--- src/rtl/dp_muxnds_pipe.sv ---
// N-way datapath mux with active-low one-cold selects feeding a 2-entry
// valid/ready output buffer, plus select-violation detection and counting.
module dp_muxnds_pipe #(
  parameter int SIZE   = 64,
  parameter int NUM_IN = 4,
  parameter int ERR_W  = 4
) (
  input  logic                   rclk,
  input  logic                   rst_l,
  input  logic [NUM_IN*SIZE-1:0] din,
  input  logic [NUM_IN-1:0]      sel_l,
  input  logic                   in_vld,
  output logic                   in_rdy,
  output logic [SIZE-1:0]        dout,
  output logic                   dout_vld,
  input  logic                   dout_rdy,
  output logic                   sel_err,
  output logic [ERR_W-1:0]       err_cnt,
  input  logic                   err_clr
);

  generate
    if (NUM_IN < 2 || NUM_IN > 8) begin : g_bad_num_in
      $error("dp_muxnds_pipe: NUM_IN must be in 2..8");
    end
  endgenerate

  logic [SIZE-1:0]  r_head_p1;
  logic [SIZE-1:0]  r_tail_p1;
  logic [1:0]       r_cnt;
  logic             r_in_rdy;
  logic             r_sel_err;
  logic [ERR_W-1:0] r_err_cnt;

  logic [3:0]       w_nzero;
  logic [SIZE-1:0]  w_mux;
  logic             w_legal;
  logic [SIZE-1:0]  w_data_p0;
  logic             w_acc;
  logic             w_pop;
  logic [1:0]       w_cnt_nxt;
  logic [SIZE-1:0]  w_head_nxt;
  logic [SIZE-1:0]  w_tail_nxt;
  logic [ERR_W-1:0] w_err_nxt;

  // Stage p0: decode select; zero the data unless exactly one line is low.
  always_comb begin
    w_nzero = 4'd0;
    w_mux   = '0;
    for (int k = 0; k < NUM_IN; k++) begin
      if (!sel_l[k]) begin
        w_nzero = w_nzero + 4'd1;
        w_mux   = w_mux | din[k*SIZE +: SIZE];
      end
    end
    w_legal   = (w_nzero == 4'd1);
    w_data_p0 = w_legal ? w_mux : '0;
  end

  assign w_acc = in_vld & r_in_rdy;
  assign w_pop = (r_cnt != 2'd0) & dout_rdy;

  always_comb begin
    w_cnt_nxt  = r_cnt;
    w_head_nxt = r_head_p1;
    w_tail_nxt = r_tail_p1;
    case ({w_acc, w_pop})
      2'b10:   w_cnt_nxt = r_cnt + 2'd1;
      2'b01:   w_cnt_nxt = r_cnt - 2'd1;
      default: w_cnt_nxt = r_cnt;
    endcase
    if (w_pop && r_cnt == 2'd2)
      w_head_nxt = r_tail_p1;
    else if (w_acc && (r_cnt == 2'd0 || (r_cnt == 2'd1 && w_pop)))
      w_head_nxt = w_data_p0;
    if (w_acc && r_cnt == 2'd1 && !w_pop)
      w_tail_nxt = w_data_p0;
  end

  // A clear coinciding with an illegal accept still records that accept.
  always_comb begin
    w_err_nxt = r_err_cnt;
    if (w_acc && !w_legal) begin
      if (err_clr)
        w_err_nxt = ERR_W'(1);
      else if (r_err_cnt != {ERR_W{1'b1}})
        w_err_nxt = r_err_cnt + ERR_W'(1);
    end else if (err_clr) begin
      w_err_nxt = '0;
    end
  end

  // Stage p1: output buffer and status registers.
  always_ff @(posedge rclk) begin
    if (!rst_l) begin
      r_head_p1 <= '0;
      r_tail_p1 <= '0;
      r_cnt     <= 2'd0;
      r_in_rdy  <= 1'b0;
      r_sel_err <= 1'b0;
      r_err_cnt <= '0;
    end else begin
      r_head_p1 <= w_head_nxt;
      r_tail_p1 <= w_tail_nxt;
      r_cnt     <= w_cnt_nxt;
      r_in_rdy  <= (w_cnt_nxt != 2'd2);
      r_sel_err <= w_acc & ~w_legal;
      r_err_cnt <= w_err_nxt;
    end
  end

  assign in_rdy   = r_in_rdy;
  assign dout     = r_head_p1;
  assign dout_vld = (r_cnt != 2'd0);
  assign sel_err  = r_sel_err;
  assign err_cnt  = r_err_cnt;

endmodule

--- config.mk ---
export PLATFORM = sky130hd
export DESIGN_NAME = dp_muxnds_pipe
export DESIGN_NICKNAME = d
export VERILOG_FILES = /design/src/rtl/dp_muxnds_pipe.sv
export SDC_FILE = /design/constraint.sdc
export NUM_CORES = 1
export LEC_CHECK = 0
export CORE_UTILIZATION = 38
export CTS_BUF_LIST = sky130_fd_sc_hd__clkbuf_4
export CTS_CLUSTER_SIZE = 16
export DETAILED_ROUTE_END_ITERATION = 12
export PLACE_DENSITY = 0.84
export SYNTH_ARGS = -nofsm -noshare
export SYNTH_HDL_FRONTEND = slang
export SYNTH_SLANG_ARGS = --single-unit
export TNS_END_PERCENT = 30
--- constraint.sdc ---
create_clock -name rclk -period 3.55 [get_ports rclk]
set_input_delay 0.71 -clock rclk [delete_from_list [all_inputs] [get_ports rclk]]
set_output_delay 0.71 -clock rclk [all_outputs]
set_load 0.005 [all_outputs]
==> metrics.cfg, run 1 <==
[clock_network]
cts.sinks=136
tritoncts=yes
cts_resized=0
htree_num_levels=4
clk_transition_reported_paths_ns=0.13
setup_buffers_after_cts=0
clock_insertion_delay_worst_skew_ns=0.52
root_buffer=sky130_fd_sc_hd__clkbuf_4
clock_path_buffers=2
cts.hold.buffers_added=0
cts_buffers=17

[worst_setup_path]
critical_path_class=in -> reg
timing.critical_path.cells=clkdlybuf4s50_1 > inv_2 > ha_1 > xnor2_1 > ha_1 > nor4b_4 > nor4_4 > nor4_4 > buf_4 > a222oi_1 > nor2b_1
startpoint_type=input pin
worst_path_buffer_plus_inverter_count=3
critPathRequiredTime_ns=3.95
slowest_stage=sky130_fd_sc_hd__clkdlybuf4s50_1
category_of_the_worst_setup_path_capture_point=flip-flop
worst-endpoint-arrival_ns=3.44
cp_slowest_stage_delay_ns=0.50
crit_family=buffers and inverters
crit_fanout=29

[die]
dieWidth_um=134.9
num_rows=48
boundary_pin_count=336
vertical_die_dimension_um=134.9
initial_core_util=0.3882
floorplan.die_area_um2=18210
floorplan.core_area_um2=17300

[drt]
drt-met1-wl_mm=9.138
drt_iter0_drc=744
routed.top_layer=met4
post_detailed_route_count_of_antenna_violating_nets=0
wl_met2_mm=11.66
routed-wl-met3_mm=1.752
routed-via-count=7175
routed_wl_mm=22.94
drtPass1Iterations=8
drc=0
route.detailed.wl_per_inst_um=18.12
post_drt_via_cell_ratio=5.667

[logic_synthesis]
netlist_area_um2=6715
synth-async-reset-ratio=0
number_of_enable_flip_flop_cells_after_synthesis=0
synth_area_per_cell_um2=9.262
synthDominantCellAreaShare=0.4054
postSynthRegisterBits=136
synthMuxAreaShare=0.002981
post_synth_top_flop=sky130_fd_sc_hd__dfxtp_1
synth_xor_area_frac=0.003726
synth.yosys.seq_area_share=0.4054
synth_compound_gate_area_share=0.3249
post_synth_main_area_contributors=sky130_fd_sc_hd__dfxtp_1 (41%), sky130_fd_sc_hd__a22oi_1 (21%), sky130_fd_sc_hd__nor2b_1 (12%)
yosys.cell_types.count=38
synth.largest_area_cell=sky130_fd_sc_hd__dfxtp_1
yosysWarningCount=0
combinational_family_with_the_most_area_after_synthesis=compound AO/OA/AOI/OAI gates
netlist_instances=725
post_synthesis_share_of_cell_area_spent_on_and_or_nand_and_nor_gates=0.1904
syn_nets=999
synthAdderAreaFrac=0.01677

[sta]
max_clock_freq_mhz=329.2
final_setup_fails=0
finalClockSkew_ns=0.01901
finalMaxSlewViolations=0
rsz0062_at_grt=no
timing.max_slew.rel_slack=0.4839
timing.final.crit_period_ns=3.038
worst_slew_pin_slew_ns=0.7742
hold_viol_final=0
totalNegativeSetupSlack_ns=0
final.period_utilization=0.8557

[job]
maxcap_viol_count=0

[finish]
layout.filler_cells=1468
nNetsFinal=1300
multiInputGateArea_um2=3635
commonest_non_fill_non_tap_cells_in_the_layout=sky130_fd_sc_hd__clkdlybuf4s50_1 (334), sky130_fd_sc_hd__a22oi_1 (192), sky130_fd_sc_hd__dfxtp_1 (136)
ff_latch_area_um2=2723
layout-drive-gt1-share=0.06160
final-instance-count-excl-fill=1266
layout.cells.most_common=sky130_fd_sc_hd__clkdlybuf4s50_1
syn_to_final_growth_pct=56.72

[global_route]
grt_max_degree=99
grt_first_pass_wirelength_mm=35.65
grt_antenna_before_repair=2
track_usage=0.2495
number_of_global_route_vias_before_repair=6869
grt-ovfl-total=0

[placed_design]
placedCellCount=1232
buffer_ports.inserted=335
place_congestion=0.7863
detailedPlacementHpwl_mm=16.02

[power]
power.static_leakage_nw=3.694
max-vdd-ir-drop_v=0.0002204
powerDensity_nw_per_um2=319.4

[hold_path]
path_category_of_the_worst_min_delay_check=reg -> reg

[run_status]
run_status=finished clean

## worst paths after layout
check / startpoint / to / slack, ns / cells after the start
max: sel_l[0] / dout[18]$_SDFFE_PN0P_ / 0.51 / 11
min: r_tail_p1[50]$_SDFFE_PN0P_ / dout[50]$_SDFFE_PN0P_ / 0.53 / 2
max reg2reg: r_cnt[0]$_SDFF_PN0_ / r_tail_p1[10]$_SDFFE_PN0P_ / 1.34 / 7
min reg2reg: r_tail_p1[50]$_SDFFE_PN0P_ / dout[50]$_SDFFE_PN0P_ / 0.53 / 2
## synth_stat cells (all sizes together), types with 2 or more instances
cell type / instances
clkbuf: 50
buf: 23
a31oi: 3
mux2i: 2
o21ai: 6
a22oi: 193
nand2b: 2
nand3: 2
a222oi: 64
nor2: 5
nor2b: 129
nand2: 68
or3: 2
dfxtp: 136
xnor2: 2
inv: 11
ha: 9
nor4b: 2
nor4: 2
a21oi: 3
## per-layer routing
metal / vias up / track usage
met5: - / 0
met4: 0 / 0.08926
met3: 25 / 0.06344
met2: 307 / 0.4379
met1: 3432 / 0.2925
li1: 3411 / -
## area by class of cell
cell class	count	area share
multi-input combinational	505	0.3454
timing repair buffer	355	0.3374
sequential	136	0.2587
tap	225	0.02675
clock inverter	15	0.01522
clock buffer	17	0.01213
inverter	11	0.003923
antenna	2	0.0004756
## flip-flops by register name (all words and copies together), names as in the netlist
name / count
dout: 64
r_tail_p1: 64
sel_err: 1
err_cnt: 4
in_rdy: 1
r_cnt: 2
## kinds of logic after synthesis
| group | Yosys count |
|---|---|
| compound gates | 272 |
| simple gates | 220 |
| flops | 136 |
| buf+inv | 84 |
| fa+ha+maj | 9 |
| xor+xnor | 2 |
| mux | 2 |
## through the flow
step | setup WS, ns | util | power [mW] | hold slack (ns) | area, um2
after global routing | 0.4195 | 0.6083 | 3.535 | 0.5529 | 10520
after detailed placement | -0.001588 | 0.5915 | 2.362 | 0.5122 | 10230
after floorplan | 0.09174 | - | 1.918 | 0.4875 | 6715
after CTS | 0.6027 | 0.6081 | 3.399 | 0.5380 | 10520
final | 0.5121 | 0.6084 | 3.361 | 0.5296 | 10520
after global placement | 0.09388 | 0.5915 | 2.348 | 0.4943 | 10230
## power breakdown
part	total, mW	internal (mW)	leakage [nW]	switching (mW)
combinational	0.757	0.457	2.45	0.301
sequential	1.57	1.56	1.10	0.0177
clock	1.03	0.476	0.146	0.554
total	3.36	2.49	3.69	0.872
## worst min-delay path, stage by stage (launching register included)
cell,delay (ns)
sky130_fd_sc_hd__dfxtp_1,0.35
sky130_fd_sc_hd__a222oi_1,0.07
sky130_fd_sc_hd__nor2b_1,0.10
No activity file was read; power rests on OpenSTA's default activity.
==> inputs of run 2 (changes only) <==
Settings changed: CELL_PAD_IN_SITES_DETAIL_PLACEMENT set to 2, CELL_PAD_IN_SITES_GLOBAL_PLACEMENT set to 2, CORE_UTILIZATION 38 to 21, PLACE_DENSITY 0.84 to 0.83.
==> run 2 against run 1 <==
Against the previous run:
- cell area is 2.1% higher
- first-iteration DRC count is 32% lower
- via count is 1.8% higher
- largest power group unchanged
- global-route usage is 6.9 points lower
- die area is 80% higher
- non-clock buffer count stayed put
- fmax is 1.2% higher
- clock power hardly changed
- clock skew is 0.0032 ns higher
- sequential share of layout area is 0.53 points lower
- clock-buffer cell count stayed put
- largest cell class unchanged
- hold slack better by 0.013 ns
==> metrics.cfg, run 2 (synthesis results as in run 1) <==
[placed_design]
setup_ws_pre_cts_ns=-0.02596
place_congestion=0.7098
dpl-instance-area_um2=10460
detailedPlacementHpwl_mm=21.58
buffer_ports.inserted=335
placedCellCount=1409

[sta]
final_setup_fails=0
finalMaxSlewViolations=0
max_clock_freq_mhz=333.0
rsz0062_at_grt=no
hold_viol_final=0
setup_slack_ns=0.5467
final.period_utilization=0.8460
finalClockSkew_ns=0.02225
worst_slew_pin_slew_ns=0.8290
timing.final.crit_period_ns=3.003
totalNegativeSetupSlack_ns=0
timing.max_slew.rel_slack=0.4473

[finish]
nNetsFinal=1300
layout.cells.most_common=sky130_fd_sc_hd__clkdlybuf4s50_1
layout.cell_area.non_filler_um2=10740
commonest_non_fill_non_tap_cells_in_the_layout=sky130_fd_sc_hd__clkdlybuf4s50_1 (334), sky130_fd_sc_hd__a22oi_1 (192), sky130_fd_sc_hd__dfxtp_1 (136)
syn_to_final_growth_pct=60.00
layout-drive-gt1-share=0.06449
final-instance-count-excl-fill=1442
finalCoreUtilization=0.3414

[drt]
drc=0
routed_wl_mm=29.87
drtPass1Iterations=9
routed-via-count=7303
post_detailed_route_count_of_antenna_violating_nets=0
drt_iter0_drc=506
post_drt_via_cell_ratio=5.064
route.detailed.wl_per_inst_um=20.71

[global_route]
grt-ovfl-total=0
grt_antenna_before_repair=2
grt_first_pass_wirelength_mm=45.97
grt_max_degree=73
track_usage=0.1803
number_of_global_route_vias_before_repair=8164

[clock_network]
cts.sinks=136
tritoncts=yes
clock_insertion_delay_worst_skew_ns=0.54
setup_buffers_after_cts=0
root_buffer=sky130_fd_sc_hd__clkbuf_4
cts.hold.buffers_added=0
htree_num_levels=4
clk_transition_reported_paths_ns=0.15
cts_resized=0
cts_buffers=17
clock_path_buffers=2

[worst_setup_path]
worst-endpoint-arrival_ns=3.43
timing.critical_path.cells=clkdlybuf4s50_1 > inv_2 > ha_1 > xnor2_1 > ha_1 > nor4b_4 > nor4_4 > nor4_4 > buf_12 > a222oi_1 > nor2b_1
slowest_stage=sky130_fd_sc_hd__clkdlybuf4s50_1
cp_slowest_stage_delay_ns=0.51
crit_fanout=35
critPathRequiredTime_ns=3.97
category_of_the_worst_setup_path_capture_point=flip-flop
critical_path_class=in -> reg
startpoint_type=input pin

[job]
maxcap_viol_count=0

[power]
max-vdd-ir-drop_v=0.0001735
switching_power_mw=1.028
power_report.internal_total_mw=2.391
power.sequential.fraction=0.461
pwr-share-comb=0.229
power.static_leakage_nw=3.698
sw_frac_of_total=0.3007
powerDensity_nw_per_um2=318.3
power.share.clock=0.310

[die]
boundary_pin_count=336
num_rows=65
initial_core_util=0.2134
dieWidth_um=180.8
floorplan.die_area_um2=32700
floorplan.core_area_um2=31470
vertical_die_dimension_um=180.8

[hold_path]
path_category_of_the_worst_min_delay_check=reg -> reg

[run_status]
run_status=finished clean

-- run 2: changes by cell type in the layout (fill, tap and decap cells not counted), sizes merged --
cell,change
inv,+10
diode,-1
clkinv,-6
bufinv,-2
clkinvlp,-2
-- run 2: cell type report --
cell class              count  area [um2]
multi-input cells         505        3642
clock buffers              17       127.6
flip-flops and latches    136        2723
inverters                  11       41.29
diodes                      1       2.502
clock inverters            15       153.9
repair buffers            355        3551
well taps                 402       503.0
fillers                  3486       20730
-- run 2: metal layers --
| metal | wire, um | track usage | up-vias |
|---|---|---|---|
| met4 | 401 | 0.04650 | 2 |
| met3 | 1513 | 0.03991 | 24 |
| met5 | 12 | 0 | - |
| met1 | 12180 | 0.2012 | 3659 |
| li1 | - | - | 3400 |
| met2 | 15760 | 0.3413 | 218 |
-- run 2: final timing paths --
check | startpoint | endpoint | slack [ns] | depth (start not counted)
worst min register to register | r_tail_p1[59]$_SDFFE_PN0P_ | dout[59]$_SDFFE_PN0P_ | 0.54 | 2
worst max-delay path | sel_l[0] | dout[62]$_SDFFE_PN0P_ | 0.55 | 11
worst min-delay path | r_tail_p1[59]$_SDFFE_PN0P_ | dout[59]$_SDFFE_PN0P_ | 0.54 | 2
worst max register to register | r_cnt[1]$_SDFF_PN0_ | r_tail_p1[21]$_SDFFE_PN0P_ | 1.15 | 8
-- run 2: worst max-delay path, delay by kind of cell --
kind | cells | cell delay, ns
AO/OA/AOI/OAI | 1 | 0.35
XOR/XNOR | 1 | 0.14
adder cells (fa/ha/maj) | 2 | 0.70
AND/OR/NAND/NOR | 4 | 0.74
buffers and inverters | 3 | 0.75
-- run 2: power groups by stage --
stage	Combinational, mW	Clock (mW)	Sequential, mW
finish	0.783	1.06	1.58
floorplan	0.310	0	1.61
global placement	0.764	0	1.61
global route	0.842	1.18	1.58
CTS	0.794	1.13	1.58
detailed placement	0.790	0	1.61
-- run 2: stage by stage --
step           power (mW)  hold WS (ns)
2_1_floorplan       1.918        0.4875
3_3_place_gp        2.372        0.4947
3_5_place_dp        2.400        0.5141
4_1_cts             3.503        0.5373
5_1_grt             3.607        0.5779
6_report            3.420        0.5426
